### config.mk
export PLATFORM = sky130hd
export DESIGN_NAME = reg_port_sched_flat
export DESIGN_NICKNAME = d
export VERILOG_FILES = /design/src/rtl/reg_port_sched_if.sv /design/src/rtl/reg_port_sched.sv /design/src/flat_wrapper.sv
export SDC_FILE = /design/constraint.sdc
export NUM_CORES = 1
export LEC_CHECK = 0
export CORE_MARGIN = 10
export CORE_UTILIZATION = 49
export CTS_CLUSTER_DIAMETER = 40
export CTS_CLUSTER_SIZE = 25
export DETAILED_ROUTE_END_ITERATION = 8
export PLACE_DENSITY = 0.88
export REMOVE_ABC_BUFFERS = 1
export SYNTH_ARGS = -nofsm -noshare
export SYNTH_HDL_FRONTEND = slang
export SYNTH_SLANG_ARGS = --single-unit
### constraint.sdc
create_clock -name i_clk -period 4 [get_ports i_clk]
set_clock_uncertainty 0.15 [all_clocks]
set_input_delay 1.2 -clock i_clk [delete_from_list [all_inputs] [get_ports i_clk]]
set_output_delay 1.2 -clock i_clk [all_outputs]
set_load 0.02 [all_outputs]
### src/rtl/reg_port_sched_if.sv
// Bundle of core, swap-request and register-file signals around reg_port_sched.
// master: core/decode side plus register-file read data; slave: the scheduler.
interface reg_port_sched_if #(
    parameter int unsigned pw = 4
);
    logic          wb_en;
    logic [pw:0]   wb_addr;
    logic [7:0]    wb_dat;
    logic [pw:0]   core_rd_addrA;
    logic [pw:0]   core_rd_addrB;
    logic          swap_req;
    logic [pw:0]   swap_addrA;
    logic [pw:0]   swap_addrB;
    logic          swap_ack;
    logic          swap_done;
    logic          busy;
    logic [7:0]    rf_datA;
    logic [7:0]    rf_datB;
    logic          rf_wr_en;
    logic [pw:0]   rf_wr_addr;
    logic [7:0]    rf_dat_in;
    logic [pw:0]   rf_rd_addrA;
    logic [pw:0]   rf_rd_addrB;
    logic          rf_do_swap;

    modport master (
        output wb_en, wb_addr, wb_dat, core_rd_addrA, core_rd_addrB,
        output swap_req, swap_addrA, swap_addrB, rf_datA, rf_datB,
        input  swap_ack, swap_done, busy, rf_wr_en, rf_wr_addr, rf_dat_in,
        input  rf_rd_addrA, rf_rd_addrB, rf_do_swap
    );

    modport slave (
        input  wb_en, wb_addr, wb_dat, core_rd_addrA, core_rd_addrB,
        input  swap_req, swap_addrA, swap_addrB, rf_datA, rf_datB,
        output swap_ack, swap_done, busy, rf_wr_en, rf_wr_addr, rf_dat_in,
        output rf_rd_addrA, rf_rd_addrB, rf_do_swap
    );
endinterface

### src/rtl/reg_port_sched.sv
// Register-file port scheduler: post-reset clear, writeback priority, and
// register swap built from a read capture plus two ordinary port writes.
module reg_port_sched #(
    parameter int unsigned pw = 4
) (
    input logic              i_clk,
    input logic              i_reset_n,
    reg_port_sched_if.slave  if_bus
);
    localparam int unsigned AW = pw + 1;

    typedef enum logic [2:0] {StInit, StIdle, StCap, StWrA, StWrB} state_e;

    state_e        r_state, w_state_nxt;
    logic [pw-1:0] r_cnt, w_cnt_nxt;
    logic [AW-1:0] r_addr_a, w_addr_a_nxt;
    logic [AW-1:0] r_addr_b, w_addr_b_nxt;
    logic [7:0]    r_cap_a, w_cap_a_nxt;
    logic [7:0]    r_cap_b, w_cap_b_nxt;
    logic          r_pend_a, w_pend_a_nxt;
    logic          r_pend_b, w_pend_b_nxt;
    // Self-swap completes one cycle after CAP, while already back in IDLE.
    logic          r_self_done, w_self_done_nxt;

    logic          w_wb_act;
    logic          w_hit_a;
    logic          w_hit_b;
    logic          w_wr_en;
    logic [AW-1:0] w_wr_addr;
    logic [7:0]    w_wr_dat;
    logic [AW-1:0] w_rd_addr_a;
    logic [AW-1:0] w_rd_addr_b;
    logic          w_ack;
    logic          w_done;
    logic          w_busy;

    assign w_wb_act = if_bus.wb_en && (r_state != StInit) && i_reset_n;
    assign w_hit_a  = w_wb_act && (if_bus.wb_addr == r_addr_a);
    assign w_hit_b  = w_wb_act && (if_bus.wb_addr == r_addr_b);

    // Next-state logic, write-port arbitration and read-pointer mux.
    always_comb begin
        w_state_nxt     = r_state;
        w_cnt_nxt       = r_cnt;
        w_addr_a_nxt    = r_addr_a;
        w_addr_b_nxt    = r_addr_b;
        w_cap_a_nxt     = r_cap_a;
        w_cap_b_nxt     = r_cap_b;
        w_pend_a_nxt    = r_pend_a;
        w_pend_b_nxt    = r_pend_b;
        w_self_done_nxt = 1'b0;
        w_wr_en         = 1'b0;
        w_wr_addr       = '0;
        w_wr_dat        = '0;
        w_rd_addr_a     = if_bus.core_rd_addrA;
        w_rd_addr_b     = if_bus.core_rd_addrB;
        w_ack           = 1'b0;
        w_done          = r_self_done;
        w_busy          = (r_state != StIdle);

        // Writeback always owns the port outside INIT.
        if (w_wb_act) begin
            w_wr_en   = 1'b1;
            w_wr_addr = if_bus.wb_addr;
            w_wr_dat  = if_bus.wb_dat;
        end

        unique case (r_state)
            StInit: begin
                w_wr_en   = 1'b1;
                w_wr_addr = {1'b0, r_cnt};
                w_wr_dat  = 8'h00;
                w_cnt_nxt = r_cnt + pw'(1);
                if (r_cnt == '1) begin
                    w_state_nxt = StIdle;
                end
            end
            StIdle: begin
                if (if_bus.swap_req) begin
                    w_ack        = 1'b1;
                    w_addr_a_nxt = if_bus.swap_addrA;
                    w_addr_b_nxt = if_bus.swap_addrB;
                    w_state_nxt  = StCap;
                end
            end
            StCap: begin
                w_rd_addr_a  = r_addr_a;
                w_rd_addr_b  = r_addr_b;
                w_cap_a_nxt  = if_bus.rf_datA;
                w_cap_b_nxt  = if_bus.rf_datB;
                // A writeback in this cycle lands after the capture, so it wins.
                w_pend_a_nxt = !w_hit_a;
                w_pend_b_nxt = !w_hit_b;
                if (r_addr_a == r_addr_b) begin
                    w_self_done_nxt = 1'b1;
                    w_state_nxt     = StIdle;
                end else begin
                    w_state_nxt = StWrA;
                end
            end
            StWrA: begin
                if (w_wb_act) begin
                    if (w_hit_a) w_pend_a_nxt = 1'b0;
                    if (w_hit_b) w_pend_b_nxt = 1'b0;
                end else begin
                    if (r_pend_a) begin
                        w_wr_en   = 1'b1;
                        w_wr_addr = r_addr_a;
                        w_wr_dat  = r_cap_b;
                    end
                    w_state_nxt = StWrB;
                end
            end
            StWrB: begin
                if (w_wb_act) begin
                    if (w_hit_b) w_pend_b_nxt = 1'b0;
                end else begin
                    if (r_pend_b) begin
                        w_wr_en   = 1'b1;
                        w_wr_addr = r_addr_b;
                        w_wr_dat  = r_cap_a;
                    end
                    w_done      = 1'b1;
                    w_state_nxt = StIdle;
                end
            end
            default: w_state_nxt = StInit;
        endcase

        // Hold the port quiet while reset is asserted so an abandoned swap never writes.
        if (!i_reset_n) begin
            w_wr_en = 1'b0;
            w_ack   = 1'b0;
            w_done  = 1'b0;
            w_busy  = 1'b1;
        end
    end

    // State and swap-context registers with synchronous active-low reset.
    always_ff @(posedge i_clk) begin
        if (!i_reset_n) begin
            r_state     <= StInit;
            r_cnt       <= '0;
            r_addr_a    <= '0;
            r_addr_b    <= '0;
            r_cap_a     <= '0;
            r_cap_b     <= '0;
            r_pend_a    <= 1'b0;
            r_pend_b    <= 1'b0;
            r_self_done <= 1'b0;
        end else begin
            r_state     <= w_state_nxt;
            r_cnt       <= w_cnt_nxt;
            r_addr_a    <= w_addr_a_nxt;
            r_addr_b    <= w_addr_b_nxt;
            r_cap_a     <= w_cap_a_nxt;
            r_cap_b     <= w_cap_b_nxt;
            r_pend_a    <= w_pend_a_nxt;
            r_pend_b    <= w_pend_b_nxt;
            r_self_done <= w_self_done_nxt;
        end
    end

    assign if_bus.rf_wr_en    = w_wr_en;
    assign if_bus.rf_wr_addr  = w_wr_addr;
    assign if_bus.rf_dat_in   = w_wr_dat;
    assign if_bus.rf_rd_addrA = w_rd_addr_a;
    assign if_bus.rf_rd_addrB = w_rd_addr_b;
    assign if_bus.swap_ack    = w_ack;
    assign if_bus.swap_done   = w_done;
    assign if_bus.busy        = w_busy;
    assign if_bus.rf_do_swap  = 1'b0;
endmodule

### src/flat_wrapper.sv
// flat-port wrapper written by rule: the top's interface ports become plain ports
module reg_port_sched_flat 
#(
    parameter int unsigned pw = 4
)
  (i_clk, i_reset_n, if_bus_wb_en, if_bus_wb_addr, if_bus_wb_dat, if_bus_core_rd_addrA, if_bus_core_rd_addrB, if_bus_swap_req, if_bus_swap_addrA, if_bus_swap_addrB, if_bus_rf_datA, if_bus_rf_datB, if_bus_swap_ack, if_bus_swap_done, if_bus_busy, if_bus_rf_wr_en, if_bus_rf_wr_addr, if_bus_rf_dat_in, if_bus_rf_rd_addrA, if_bus_rf_rd_addrB, if_bus_rf_do_swap);
  reg_port_sched_if #(.pw(pw)) if_bus_i ();
  input logic i_clk;
  input logic i_reset_n;
  input wire logic [$bits(if_bus_i.wb_en)-1:0] if_bus_wb_en;
  input wire logic [$bits(if_bus_i.wb_addr)-1:0] if_bus_wb_addr;
  input wire logic [$bits(if_bus_i.wb_dat)-1:0] if_bus_wb_dat;
  input wire logic [$bits(if_bus_i.core_rd_addrA)-1:0] if_bus_core_rd_addrA;
  input wire logic [$bits(if_bus_i.core_rd_addrB)-1:0] if_bus_core_rd_addrB;
  input wire logic [$bits(if_bus_i.swap_req)-1:0] if_bus_swap_req;
  input wire logic [$bits(if_bus_i.swap_addrA)-1:0] if_bus_swap_addrA;
  input wire logic [$bits(if_bus_i.swap_addrB)-1:0] if_bus_swap_addrB;
  input wire logic [$bits(if_bus_i.rf_datA)-1:0] if_bus_rf_datA;
  input wire logic [$bits(if_bus_i.rf_datB)-1:0] if_bus_rf_datB;
  output wire logic [$bits(if_bus_i.swap_ack)-1:0] if_bus_swap_ack;
  output wire logic [$bits(if_bus_i.swap_done)-1:0] if_bus_swap_done;
  output wire logic [$bits(if_bus_i.busy)-1:0] if_bus_busy;
  output wire logic [$bits(if_bus_i.rf_wr_en)-1:0] if_bus_rf_wr_en;
  output wire logic [$bits(if_bus_i.rf_wr_addr)-1:0] if_bus_rf_wr_addr;
  output wire logic [$bits(if_bus_i.rf_dat_in)-1:0] if_bus_rf_dat_in;
  output wire logic [$bits(if_bus_i.rf_rd_addrA)-1:0] if_bus_rf_rd_addrA;
  output wire logic [$bits(if_bus_i.rf_rd_addrB)-1:0] if_bus_rf_rd_addrB;
  output wire logic [$bits(if_bus_i.rf_do_swap)-1:0] if_bus_rf_do_swap;
  assign if_bus_i.wb_en = if_bus_wb_en;
  assign if_bus_i.wb_addr = if_bus_wb_addr;
  assign if_bus_i.wb_dat = if_bus_wb_dat;
  assign if_bus_i.core_rd_addrA = if_bus_core_rd_addrA;
  assign if_bus_i.core_rd_addrB = if_bus_core_rd_addrB;
  assign if_bus_i.swap_req = if_bus_swap_req;
  assign if_bus_i.swap_addrA = if_bus_swap_addrA;
  assign if_bus_i.swap_addrB = if_bus_swap_addrB;
  assign if_bus_i.rf_datA = if_bus_rf_datA;
  assign if_bus_i.rf_datB = if_bus_rf_datB;
  assign if_bus_swap_ack = if_bus_i.swap_ack;
  assign if_bus_swap_done = if_bus_i.swap_done;
  assign if_bus_busy = if_bus_i.busy;
  assign if_bus_rf_wr_en = if_bus_i.rf_wr_en;
  assign if_bus_rf_wr_addr = if_bus_i.rf_wr_addr;
  assign if_bus_rf_dat_in = if_bus_i.rf_dat_in;
  assign if_bus_rf_rd_addrA = if_bus_i.rf_rd_addrA;
  assign if_bus_rf_rd_addrB = if_bus_i.rf_rd_addrB;
  assign if_bus_rf_do_swap = if_bus_i.rf_do_swap;
  reg_port_sched #(.pw(pw)) u_core (.i_clk(i_clk), .i_reset_n(i_reset_n), .if_bus(if_bus_i));
endmodule
Word level (Yosys, flattened, before mapping)
Cells that the tools add are included.
{ "classes": {"add_sub_neg": 1, "eq_ne": 17, "muxes": 41, "n_reduce_logical": 16} }
{ "op_table": {"columns": ["cell", "count"], "rows": [
  ["2-to-1 mux 8 bit", 5],
  ["2-to-1 mux 5 bit", 7],
  ["case mux 8 bit (3 select lines)", 1],
  ["2-to-1 mux 1 bit", 18],
  ["== test 5 bit", 3],
  ["case mux 3 bit (5 select lines)", 1],
  ["case mux 5 bit (3 select lines)", 1],
  ["2-to-1 mux 3 bit", 4],
  ["!= test 2 x 1 -> 1 bit (second input constant)", 5],
  ["== test 3 x 2 -> 1 bit (second input constant)", 2],
  ["!= test 2 bit (second input constant)", 3],
  ["AND reduction 3 bit", 2],
  ["adder 4 x 1 -> 4 bit (second input constant)", 1],
  ["== test 4 bit (second input constant)", 1],
  ["logical AND 1 bit", 4],
  ["case mux 1 bit (2 select lines)", 2],
  ["AND reduction 2 bit", 2],
  ["AND reduction 4 bit", 1],
  ["nonzero test 2 bit", 2],
  ["== test 3 x 1 -> 1 bit (second input constant)", 1],
  ["== test 3 bit (second input constant)", 1],
  ["logical NOT 3 bit", 1],
  ["!= test 3 x 1 -> 1 bit (second input constant)", 1],
  ["case mux 1 bit (3 select lines)", 1],
  ["other kinds (4)", 5]
]} }
{ "totals": {"ff_bits": 36, "input_bits": 53, "out_inout_bits": 28, "elab_cells": 84} }

Longest topological paths before layout
{ "logic_depth": {"word_depth": 8, "mapped_depth": 6, "depth_no_buf": 5} }

Least setup slack after synthesis
Ideal clock, no wire load.
{ "synth_timing": {"kind": "input -> output", "from": "input i_reset_n", "to": "output if_bus_rf_wr_addr[4]", "arrival_time_ns": 2.326, "slack_ns": 0.324, "stages": 6, "n_path_buf": 3, "cell_sequence": "buf_2 > nand2_1 > buf_2 > buf_2 > nor2_1 > nor3_1"} }
{ "synth_via": {"elab_chain_len": 5, "word_cells_on_any_way": 7, "cone_classes": "mux (6); reduce/logical (1)"} }
{ "synth_rtl": {"columns": ["element", "line_no", "rtl"], "rows": [
  ["start, declared", "flat_wrapper.sv:9", "input logic i_reset_n;"],
  ["logical AND 1 bit (*)", "reg_port_sched.sv:37", "assign w_wb_act = if_bus.wb_en && (r_state != StInit) && i_reset_n;"],
  ["2-to-1 mux 5 bit", "reg_port_sched.sv:62", "if (w_wb_act) begin"],
  ["2-to-1 mux 5 bit (on tied branches)", "reg_port_sched.sv:118, reg_port_sched.sv:106", null],
  ["2-to-1 mux 5 bit (on tied branches)", "reg_port_sched.sv:115, reg_port_sched.sv:102", null],
  ["case mux 5 bit (3 select lines) (*)", "reg_port_sched.sv:68", "unique case (r_state)"],
  ["end, declared", "flat_wrapper.sv:24", "output wire logic [$bits(if_bus_i.rf_wr_addr)-1:0] if_bus_rf_wr_addr;"]
]} }
Mark *: on every way between the ends. The rest lies on a longest branch, timed or not.

Worst setup path in the final report
{ "layout_timing": {"from": "input if_bus_wb_en", "to": "output if_bus_rf_dat_in[2]"} }
{ "layout_via": {"elab_chain_len": 6, "word_cells_on_any_way": 8, "cone_classes": "mux (6); reduce/logical (2)"} }
{ "layout_rtl": {"columns": ["element", "line_no", "rtl"], "rows": [
  ["start, declared", "flat_wrapper.sv:10", "input wire logic [$bits(if_bus_i.wb_en)-1:0] if_bus_wb_en;"],
  ["logical AND 1 bit (*) (2 in a row)", "reg_port_sched.sv:37", null],
  ["2-to-1 mux 8 bit", "reg_port_sched.sv:62", null],
  ["2-to-1 mux 8 bit (on tied branches)", "reg_port_sched.sv:118, reg_port_sched.sv:106", null],
  ["2-to-1 mux 8 bit (on tied branches)", "reg_port_sched.sv:115, reg_port_sched.sv:102", null],
  ["case mux 8 bit (3 select lines) (*)", "reg_port_sched.sv:68", null],
  ["end, declared", "flat_wrapper.sv:25", "output wire logic [$bits(if_bus_i.rf_dat_in)-1:0] if_bus_rf_dat_in;"]
]} }
Marked as above.

==> qor.yml <==
final_nets: 450
place_area_mm2: 0.00319
cap_violations: 0
syn-cell-area_mm2: 0.00226
portBuffers: 79
wl_per_cell_um: 16.4
yosys_warnings: 0
setup_viol: 0
drtIter0Drc: 208
wl_mm: 7.37
clock-root-buffer: "clkbuf_8"
final_core_util: 0.738
cp.required_ns: 2.65
multi_input_area_mm2: 0.00141
synth-seq-area-share: 0.318
cts_tree: "done"
drc: 0
power.density_mw_per_mm2: 242
grt_start_max_net_pins: 17
antenna_found_initial: 0
grt_pass1_wl_mm: 11.7
ir_drop_uv: 184
synth_edf_count: 0
crit_type: "input pin to primary output"
diodes: 0
post-cts-setup-buffers: 0
crit_arrival_ns: 2.59
dp.cells: 441
grt_pass1_vias: 2445
die_area_mm2: 0.00774
vias: 2530
die_x_um: 88.0
regArea_um2: 721
ant_nets: 0
outcome: "complete, no violations"
clkLatencyLatePin_ns: 0.29
cts-hold-fix-buffers: 0
syn_inst: 307
nFillCells: 351
clk_pin_slew_ns: 0.07
std_cell_rows: 24
critPathMaxFanout: 8
synth_top_area_share: 0.318
area_delta_synth_final_pct: 43.9
htree_levels: 2
maxSlewViolCount: 0
overflow: 0
finalWorstSetupSlack_ns: 0.0620
drive_gt1_frac: 0.136
core_area_mm2: 0.00441
ys_seq_elements: 36
fmax_mhz: 254
synth.largest_area_cell: "dfxtp_1"
hold_violations: 0
ys_types: 48
clockBufferDepth: 2
numCtsBuffers: 5
stdcell_area_mm2: 0.00326
start_kind: "input pin"
async_flop_share: 0
synth-main-ff-cell: "dfxtp_1"
place_congestion: 0.943
drt_first_pass_iters: 4
layout.cells.non_filler: 449
fin_crit_sh: 0.985
viasPerCell: 5.63
hold_path_class: "flip-flop to flip-flop"
period_minus_slack_ns: 3.94
grtUsageTotal: 0.184
dp_hpwl_mm: 5.67
start_util: 0.513
synth_area_leaders: "dfxtp_1 (32%), nand2_1 (16%), a21boi_1 (9.0%), xor2_1 (4.3%), a221oi_1 (3.1%)"
worstMarginPinSlew_ns: 0.511
cts_sinks: 36
rsz0062_at_grt: "no"
ios: 81
relSlewSlack: 0.659
dp_worst_setup_slack_ns: -0.505
endpoint_kind: "primary output"
synth_area_per_cell_um2: 7.38
p_leak_nw: 1.29
die_y_um: 88.0
-- power by group --
group          leakage, nW  internal, mW  switching [mW]
combinational        0.956        0.0876          0.0614
clock               0.0445         0.140           0.135
sequential           0.290         0.361         0.00363
-- flip-flops by register name (all words and copies together) (netlist names) --
signal	count
u_core.r_cap_a	8
u_core.r_cap_b	8
u_core.r_addr_a	5
u_core.r_addr_b	5
u_core.r_cnt	4
u_core.r_state	3
u_core.r_pend_a	1
u_core.r_pend_b	1
u_core.r_self_done	1
-- per-layer routing --
| metal | wire length (µm) | global-route usage |
|---|---|---|
| met3 | 681 | 0.0613 |
| met1 | 3000 | 0.212 |
| met5 | 0 | 0 |
| met2 | 3550 | 0.314 |
| met4 | 137 | 0.0580 |
-- cells in the mapped netlist (4+ instances only) --
cell / n
a221oi_1: 8
dfxtp_1: 36
a21boi_1: 27
o21ai_1: 5
clkbuf_1: 6
and2_1: 4
nor2_1: 17
nand2_1: 96
buf_2: 11
xor2_1: 11
nor4_1: 4
a32oi_1: 5
buf_4: 5
xnor2_1: 7
nand3_1: 7
a21oi_1: 11
-- per-stage QoR --
stage               hold slack [ns]  total power, mW  TNS, ns
CTS                           0.307            0.790        0
floorplan                     0.285            0.420        0
global route                  0.334            0.816        0
detailed placement            0.298            0.525    -5.85
finish                        0.305            0.789        0
global placement              0.292            0.523    -5.75
-- kinds of logic after synthesis --
family / count (synthesis) / synth area share
simple gates: 146 / 0.287
compound gates: 77 / 0.248
flops: 36 / 0.318
buf+inv: 28 / 0.0707
xor+xnor: 18 / 0.0696
fa+ha+maj: 1 / 0.00552
other cells: 1 / 0.00166
-- cells in the final DEF (no fill, tap or decap), types with 2 or more instances in the layout --
cell	n
nand2_1	96
clkdlybuf4s50_1	63
dfxtp_1	36
buf_4	28
a21boi_1	27
nor2_1	16
a21oi_1	11
xor2_1	11
nand3_1	7
xnor2_1	7
a221oi_1	6
clkbuf_8	6
dlygate4sd2_1	6
a32oi_1	5
o21ai_1	5
buf_2	5
nor4_1	4
nor2b_1	3
inv_1	3
nor3_1	3
and2_1	3
o211ai_1	2
a221oi_2	2
a311oi_1	2
o31ai_1	2
a21boi_0	2
o21ai_0	2
o22ai_1	2
nor2_2	2
o21a_1	2
clkbuf_2	2
-- final timing paths --
path | start | endpoint | slack [ns] | depth (start not counted)
max | if_bus_wb_en | if_bus_rf_dat_in[2] | 0.06 | 7
min | u_core.r_cap_a[2]$_SDFFE_PN0P_ | u_core.r_cap_a[2]$_SDFFE_PN0P_ | 0.31 | 2
max reg2reg | u_core.r_state[2]$_SDFFE_PN0P_ | u_core.r_cap_b[0]$_SDFFE_PN0P_ | 1.91 | 6
min reg2reg | u_core.r_cap_a[2]$_SDFFE_PN0P_ | u_core.r_cap_a[2]$_SDFFE_PN0P_ | 0.31 | 2
-- critical path, stage by stage --
cell             delay (ns)
dlygate4sd2_1          0.26
buf_6                  0.14
and2_2                 0.24
buf_4                  0.16
a221oi_1               0.21
nor2_1                 0.09
clkdlybuf4s15_1        0.30
-- cell type report --
| class | instances | area share |
|---|---|---|
| Multi-Input combinational cell | 243 | 0.432 |
| Timing Repair Buffer | 107 | 0.295 |
| Sequential cell | 36 | 0.221 |
| Clock inverter | 1 | 0.00230 |
| Inverter | 3 | 0.00346 |
| Clock buffer | 7 | 0.0265 |
| Tap cell | 52 | 0.0200 |
-- timing repair --
action,CTS,global route
endpoints found under the setup margin,17,4
pin swaps,2,0
gates resized for setup,41,7
hold endpoints to repair,0,0
gates cloned,0,0
Power figures use the tool's default switching activity.
